**config.mk**
```make
export PLATFORM = sky130hd
export DESIGN_NAME = regfile_wb_scheduler
export DESIGN_NICKNAME = d
export VERILOG_FILES = /design/src/rtl/cpu32_pkg.sv /design/src/rtl/rr_arbiter.sv /design/src/rtl/regfile_wb_scheduler.sv
export SDC_FILE = /design/constraint.sdc
export NUM_CORES = 1
export LEC_CHECK = 0
export ABC_CLOCK_PERIOD_IN_PS = 3850
export BUFFER_PORTS_ARGS = -buffer_cell sky130_fd_sc_hd__buf_2
export CAP_MARGIN = 20
export CELL_PAD_IN_SITES_DETAIL_PLACEMENT = 0
export CELL_PAD_IN_SITES_GLOBAL_PLACEMENT = 1
export CORE_AREA = 10 10 141 143
export CTS_BUF_LIST = sky130_fd_sc_hd__clkbuf_2
export DETAILED_ROUTE_END_ITERATION = 10
export DIE_AREA = 0 0 151 153
export PLACE_DENSITY = 0.73
export SETUP_SLACK_MARGIN = 0.2
export SLEW_MARGIN = 30
export SYNTH_ARGS = -nofsm -noshare
export SYNTH_HDL_FRONTEND = slang
export SYNTH_SLANG_ARGS = --single-unit
```
**constraint.sdc**
```tcl
create_clock -name clk_cpu -period 3.85 [get_ports clk_cpu]
set_input_delay 0 -clock clk_cpu [delete_from_list [all_inputs] [get_ports clk_cpu]]
set_output_delay 0 -clock clk_cpu [all_outputs]
set_load 0.05 [all_outputs]
```
**src/rtl/cpu32_pkg.sv**
```systemverilog
// Shared CPU32 constants: register file geometry, datapath width and the
// writeback requester indices used by regfile_wb_scheduler.
package cpu32_pkg;
    localparam int N_REGS     = 32;
    localparam int REG_ADRS_W = 5;
    localparam int DATA_W     = 32;

    localparam int REQ_ALU    = 0;
    localparam int REQ_LSU    = 1;
    localparam int REQ_MULDIV = 2;
    localparam int N_REQ      = 3;
endpackage

```
**src/rtl/rr_arbiter.sv**
```systemverilog
// Combinational round-robin arbiter.
// Ports:
//   req   - request vector
//   ptr   - index of the most recent winner; search starts at ptr+1 and wraps
//   grant - one-hot grant (all zero when nothing requests)
//   idx   - encoded index of the granted requester (0 when no grant)
module rr_arbiter #(
    parameter int N_REQ = 3,
    localparam int IDX_W = (N_REQ > 1) ? $clog2(N_REQ) : 1
) (
    input  logic [N_REQ-1:0] req,
    input  logic [IDX_W-1:0] ptr,
    output logic [N_REQ-1:0] grant,
    output logic [IDX_W-1:0] idx
);

    int   cand;
    logic found;

    always_comb begin
        grant = '0;
        idx   = '0;
        found = 1'b0;
        cand  = 0;
        for (int k = 1; k <= N_REQ; k++) begin
            cand = int'(ptr) + k;
            if (cand >= N_REQ) cand = cand - N_REQ;
            if (!found && req[cand]) begin
                found       = 1'b1;
                grant[cand] = 1'b1;
                idx         = IDX_W'(cand);
            end
        end
    end

endmodule

```
**src/rtl/regfile_wb_scheduler.sv**
```systemverilog
// Register file writeback scheduler: round-robin sharing of the single write
// port between writeback requesters, plus a per-register busy scoreboard that
// provides source hazard flags and a WAW issue stall.
// Ports:
//   clk_cpu, reset             - clock, async active-high reset
//   req_valid/req_ready        - per-requester writeback handshake (one-hot grant)
//   req_rd/req_data            - packed destination/data per requester
//   wr_en/wr_adrs/wr_data      - registered register_file write port
//   iss_valid/iss_rd/iss_ready - issue of an instruction writing iss_rd
//   chk_adrs_*/hazard_*        - source registers and their pending-write flags
module regfile_wb_scheduler
    import cpu32_pkg::*;
#(
    parameter int N_REQ_P  = N_REQ,
    parameter int N_REGS_P = N_REGS,
    parameter int DATA_W_P = DATA_W
) (
    input  logic                      clk_cpu,
    input  logic                      reset,
    input  logic [N_REQ_P-1:0]        req_valid,
    output logic [N_REQ_P-1:0]        req_ready,
    input  logic [N_REQ_P*5-1:0]      req_rd,
    input  logic [N_REQ_P*DATA_W_P-1:0] req_data,
    output logic                      wr_en,
    output logic [4:0]                wr_adrs,
    output logic [DATA_W_P-1:0]       wr_data,
    input  logic                      iss_valid,
    input  logic [4:0]                iss_rd,
    output logic                      iss_ready,
    input  logic [4:0]                chk_adrs_a,
    input  logic [4:0]                chk_adrs_b,
    input  logic [4:0]                chk_adrs_c,
    output logic                      hazard_a,
    output logic                      hazard_b,
    output logic                      hazard_c
);

    localparam int IDX_W = (N_REQ_P > 1) ? $clog2(N_REQ_P) : 1;

    logic [4:0]          rd_arr   [N_REQ_P];
    logic [DATA_W_P-1:0] data_arr [N_REQ_P];

    for (genvar i = 0; i < N_REQ_P; i++) begin : g_unpack
        assign rd_arr[i]   = req_rd[5*i +: 5];
        assign data_arr[i] = req_data[DATA_W_P*i +: DATA_W_P];
    end

    logic [IDX_W-1:0]    rr_ptr_q, rr_ptr_d;
    logic [N_REQ_P-1:0]  arb_grant;
    logic [IDX_W-1:0]    arb_idx;
    logic                any_grant;

    logic                wr_en_q, wr_en_d;
    logic [4:0]          wr_adrs_q, wr_adrs_d;
    logic [DATA_W_P-1:0] wr_data_q, wr_data_d;
    logic [N_REGS_P-1:0] busy_q, busy_d;

    rr_arbiter #(.N_REQ(N_REQ_P)) u_arb (
        .req   (req_valid),
        .ptr   (rr_ptr_q),
        .grant (arb_grant),
        .idx   (arb_idx)
    );

    // No handshake may complete while reset is held, since the write would be lost.
    assign req_ready = reset ? '0 : arb_grant;
    assign any_grant = |req_ready;

    assign iss_ready = !busy_q[iss_rd];
    assign hazard_a  = busy_q[chk_adrs_a];
    assign hazard_b  = busy_q[chk_adrs_b];
    assign hazard_c  = busy_q[chk_adrs_c];

    assign wr_en   = wr_en_q;
    assign wr_adrs = wr_adrs_q;
    assign wr_data = wr_data_q;

    always_comb begin
        rr_ptr_d  = rr_ptr_q;
        wr_en_d   = 1'b0;
        wr_adrs_d = wr_adrs_q;
        wr_data_d = wr_data_q;
        busy_d    = busy_q;

        if (any_grant) begin
            rr_ptr_d  = arb_idx;
            wr_en_d   = (rd_arr[arb_idx] != 5'd0);
            wr_adrs_d = rd_arr[arb_idx];
            wr_data_d = data_arr[arb_idx];
        end

        // Clear at the commit edge; a set in the same cycle can only hit a
        // different register because iss_ready is low while the bit is set.
        if (wr_en_q) busy_d[wr_adrs_q] = 1'b0;
        if (iss_valid && iss_ready && iss_rd != 5'd0) busy_d[iss_rd] = 1'b1;
        busy_d[0] = 1'b0;
    end

    always_ff @(posedge clk_cpu or posedge reset) begin
        if (reset) begin
            rr_ptr_q  <= IDX_W'(N_REQ_P - 1);
            wr_en_q   <= 1'b0;
            wr_adrs_q <= '0;
            wr_data_q <= '0;
            busy_q    <= '0;
        end else begin
            rr_ptr_q  <= rr_ptr_d;
            wr_en_q   <= wr_en_d;
            wr_adrs_q <= wr_adrs_d;
            wr_data_q <= wr_data_d;
            busy_q    <= busy_d;
        end
    end

endmodule

```
==> metrics.txt <==
Worst R2R Setup Slack=500 ps; Comb pwr share=0.695; Max-slew headroom=0.442; core area=0.0171 mm2; Max IR drop VDD=0.526 mV; Final ANT Viol Nets=0; Cell Area, Placed=0.00616 mm2; WL final=19200 um; die extent in x=151 um; Synth Area in XOR/XNOR=0; Root Driver=clkbuf_2; Mapped Area=0.00500 mm2; worst-skew pair later-pin latency=510 ps; Netlist cell types=44; fill count=1601; Worst Path Buf+Inv=2; endpoint type of the worst setup path=flip-flop; DP HPWL=13500 um; net count after synthesis=607; grt total ovfl=0; crit-path cells=inv_1, ha_1, mux2_2, a21oi_1, nor2_1, a32o_1, a21oi_1, a31oi_4, buf_4, mux2_4; most frequent cell after synthesis=dfrtp_1; boundary pin count=182; total power=6030 uW; Psw=3060 uW; PortBufs=181; CTS tree=done; Slew Limit Fails=0; achievable frequency=299 MHz; FF-to-FF Start=rr_ptr_q[0]; Critical Path AT=3750 ps; Top delay family on crit path=compound AO/OA/AOI/OAI gates; CTS sink cnt=71; Worst path most repeated cell=a21oi_1; post-DR wirelength/cell=19.6 um; area of the die=0.0231 mm2; setup TNS=0 ps; register area share after synthesis=0.355; final worst slack=501 ps; first-pass GRT wire length=31100 um; CTS clk-pin slew, worst paths=170 ps; cells taking the most area after synthesis=dfrtp_1 (35%), mux4_2 (15%), mux2_2 (9.0%); final hold vios=0; Critical path origin=rr_ptr_q[0]; type of the worst setup path=flip-flop to flip-flop; Leakage=0.00326 uW; CTS buffer count=9; RSZ-0062 raised after global routing=false; largest net degree at the start of global routing=67; Setup WS pre-CTS=383 ps; Synth Area in Compound Gates=0.154; Worst Path Required=4250 ps; Final setup viols=0; Post-synth ARST share=1.00; top cell type's share of synthesized area=0.350; Routability Congestion=0.911; Starting Density=0.293; CP max stage delay=580 ps; largest family of logic cells by synthesized area=multiplexers; Yosys warning total=0; worst slew pin tran=837 ps; pwr dens=815 mW/mm2; synthesis-stage register bit count=71; worst r2r dst=wr_data[20]; wl on met1=7840 um; status=completed; Synth top cells by count=dfrtp_1 (70), o21ai_0 (69), nand2_1 (48); Post-route DRC=0; H-tree level count=3; initial antenna violation count=0; Bufs on Longest Clock Path=2; Synth area leader=dfrtp_1; Synth-to-Final Area Change=48.0%; Hold Crit Class=input pin to async pin; initial DRC count=318; drt pass-1 iters=5; post-layout min period=3350 ps; Post-synth EDFFs=0; Cell Rows=48; Nets=895; post-synthesis mux area share=0.351; Seq pwr share=0.250; Die Y=153 um; CP startpoint kind=flip-flop; Sw Share=0.508; Tot GR Track Use=0.166; Synth Flop Type=dfrtp_1; worst reg2reg path depth=10; met3 wire length=2270 um; fraction of the mapped netlist area in adder cells=0.0150; Max-Cap Viols=0; critical path peak fanout=28; share of cells above drive strength 1=0.391; Worst Skew=16.0 ps; total area of sequential cells=0.00178 mm2; Multi-input gate area=0.00308 mm2; Simple-Gate Fraction of Synth Area=0.0873; via/cell ratio=5.27; final period utilization=0.870; met2 WL post-DR=8750 um; gate count after technology mapping=464; Slowest-stage cell, CP=ha_1; via count=5168; Syn Area/Cell=10.8 um2; Final Cell Area=0.00740 mm2; Internal=2970 uW; Clock power frac=0.055; number of global-route vias before repair=5769; DR top layer=met4
cell type report:
type	instances	share of cell area
inverter	14	0.00727
timing repair buffer	306	0.289
clock buffer	11	0.00744
tap	225	0.0380
antenna	1	0.000338
clock inverter	3	0.00169
multi-input combinational	350	0.416
sequential	71	0.240
timing repair:
action                                  4_1_cts  5_1_grt
resized for setup                             0        1
endpoints found under the setup margin        0       35
hold buffers                                114        0
buffers inserted                              0        4
hold endpoints to repair                    114        0
through the flow:
stage	hold slack (ps)	instances	utilization
after floorplan	148	464	-
after global placement	320	848	0.361
after detailed placement	341	848	0.361
after CTS	157	976	0.432
after global routing	154	980	0.434
final	213	981	0.434
placed cells by master (no fill, tap or decap), types with 2 or more instances in the layout:
cell	netlist	final
nand3b_1	4	4
dfrtp_1	70	70
dlygate4sd3_1	0	114
mux2_4	8	8
buf_4	2	10
buf_2	7	181
nand3_1	11	11
a311oi_1	2	2
nor2_1	10	10
nor2b_1	4	4
o22ai_1	2	2
o21ai_0	69	69
or3b_2	2	2
clkbuf_2	0	11
or3_1	5	5
a22o_1	2	2
clkinv_2	0	2
o31ai_1	32	31
clkinv_1	0	2
nor3_1	3	2
mux2i_1	42	42
inv_1	14	13
nand2_1	48	48
mux2_2	40	40
a21oi_1	7	7
mux4_2	34	34
nor3b_1	3	2
ha_1	6	6
worst max-delay path by stage:
stage / end / cells past startpoint
2_1_floorplan: wr_data[17] / 11
3_3_place_gp: wr_data[24] / 8
3_5_place_dp: wr_data[10] / 8
4_1_cts: wr_data[27] / 8
5_1_grt: req_ready[1] / 9
6_report: wr_data[20] / 10
kinds of logic (layout without fill, tap and decap cells):
group           count (synthesis)  after routing
compound gates                127            127
simple gates                   93             93
other cells                     0              1
flops                          71             71
buf+inv                        43            334
fa+ha+maj                       6              6
mux                           124            124
state kept, by name, indices dropped and copies added (netlist names):
register  count
wr_en         1
wr_data      32
busy_q       31
rr_ptr_q      2
wr_adrs       5
worst reg2reg max path, cell delays in order, from the launching register on:
cell     delay (ps)
dfrtp_1         540
inv_1           180
ha_1            580
mux2_2          380
a21oi_1         200
nor2_1           90
a32o_1          200
a21oi_1         330
a31oi_4         130
buf_4           270
mux2_4          360
power by group through the flow:
stage | combinational, uW | sequential [uW] | clock [uW]
after CTS | 4130 | 1500 | 344
after floorplan | 2380 | 2090 | 0
after global routing | 4550 | 1570 | 374
after detailed placement | 3990 | 1510 | 0
final | 4190 | 1510 | 331
after global placement | 3910 | 1480 | 0
layer usage:
| layer | track usage | vias up |
|---|---|---|
| met5 | 0 | - |
| met4 | 0.0491 | 0 |
| met3 | 0.0738 | 35 |
| met2 | 0.257 | 267 |
| met1 | 0.204 | 2519 |
| li1 | - | 2347 |
Note: power is estimated with default switching activity, not from simulation.
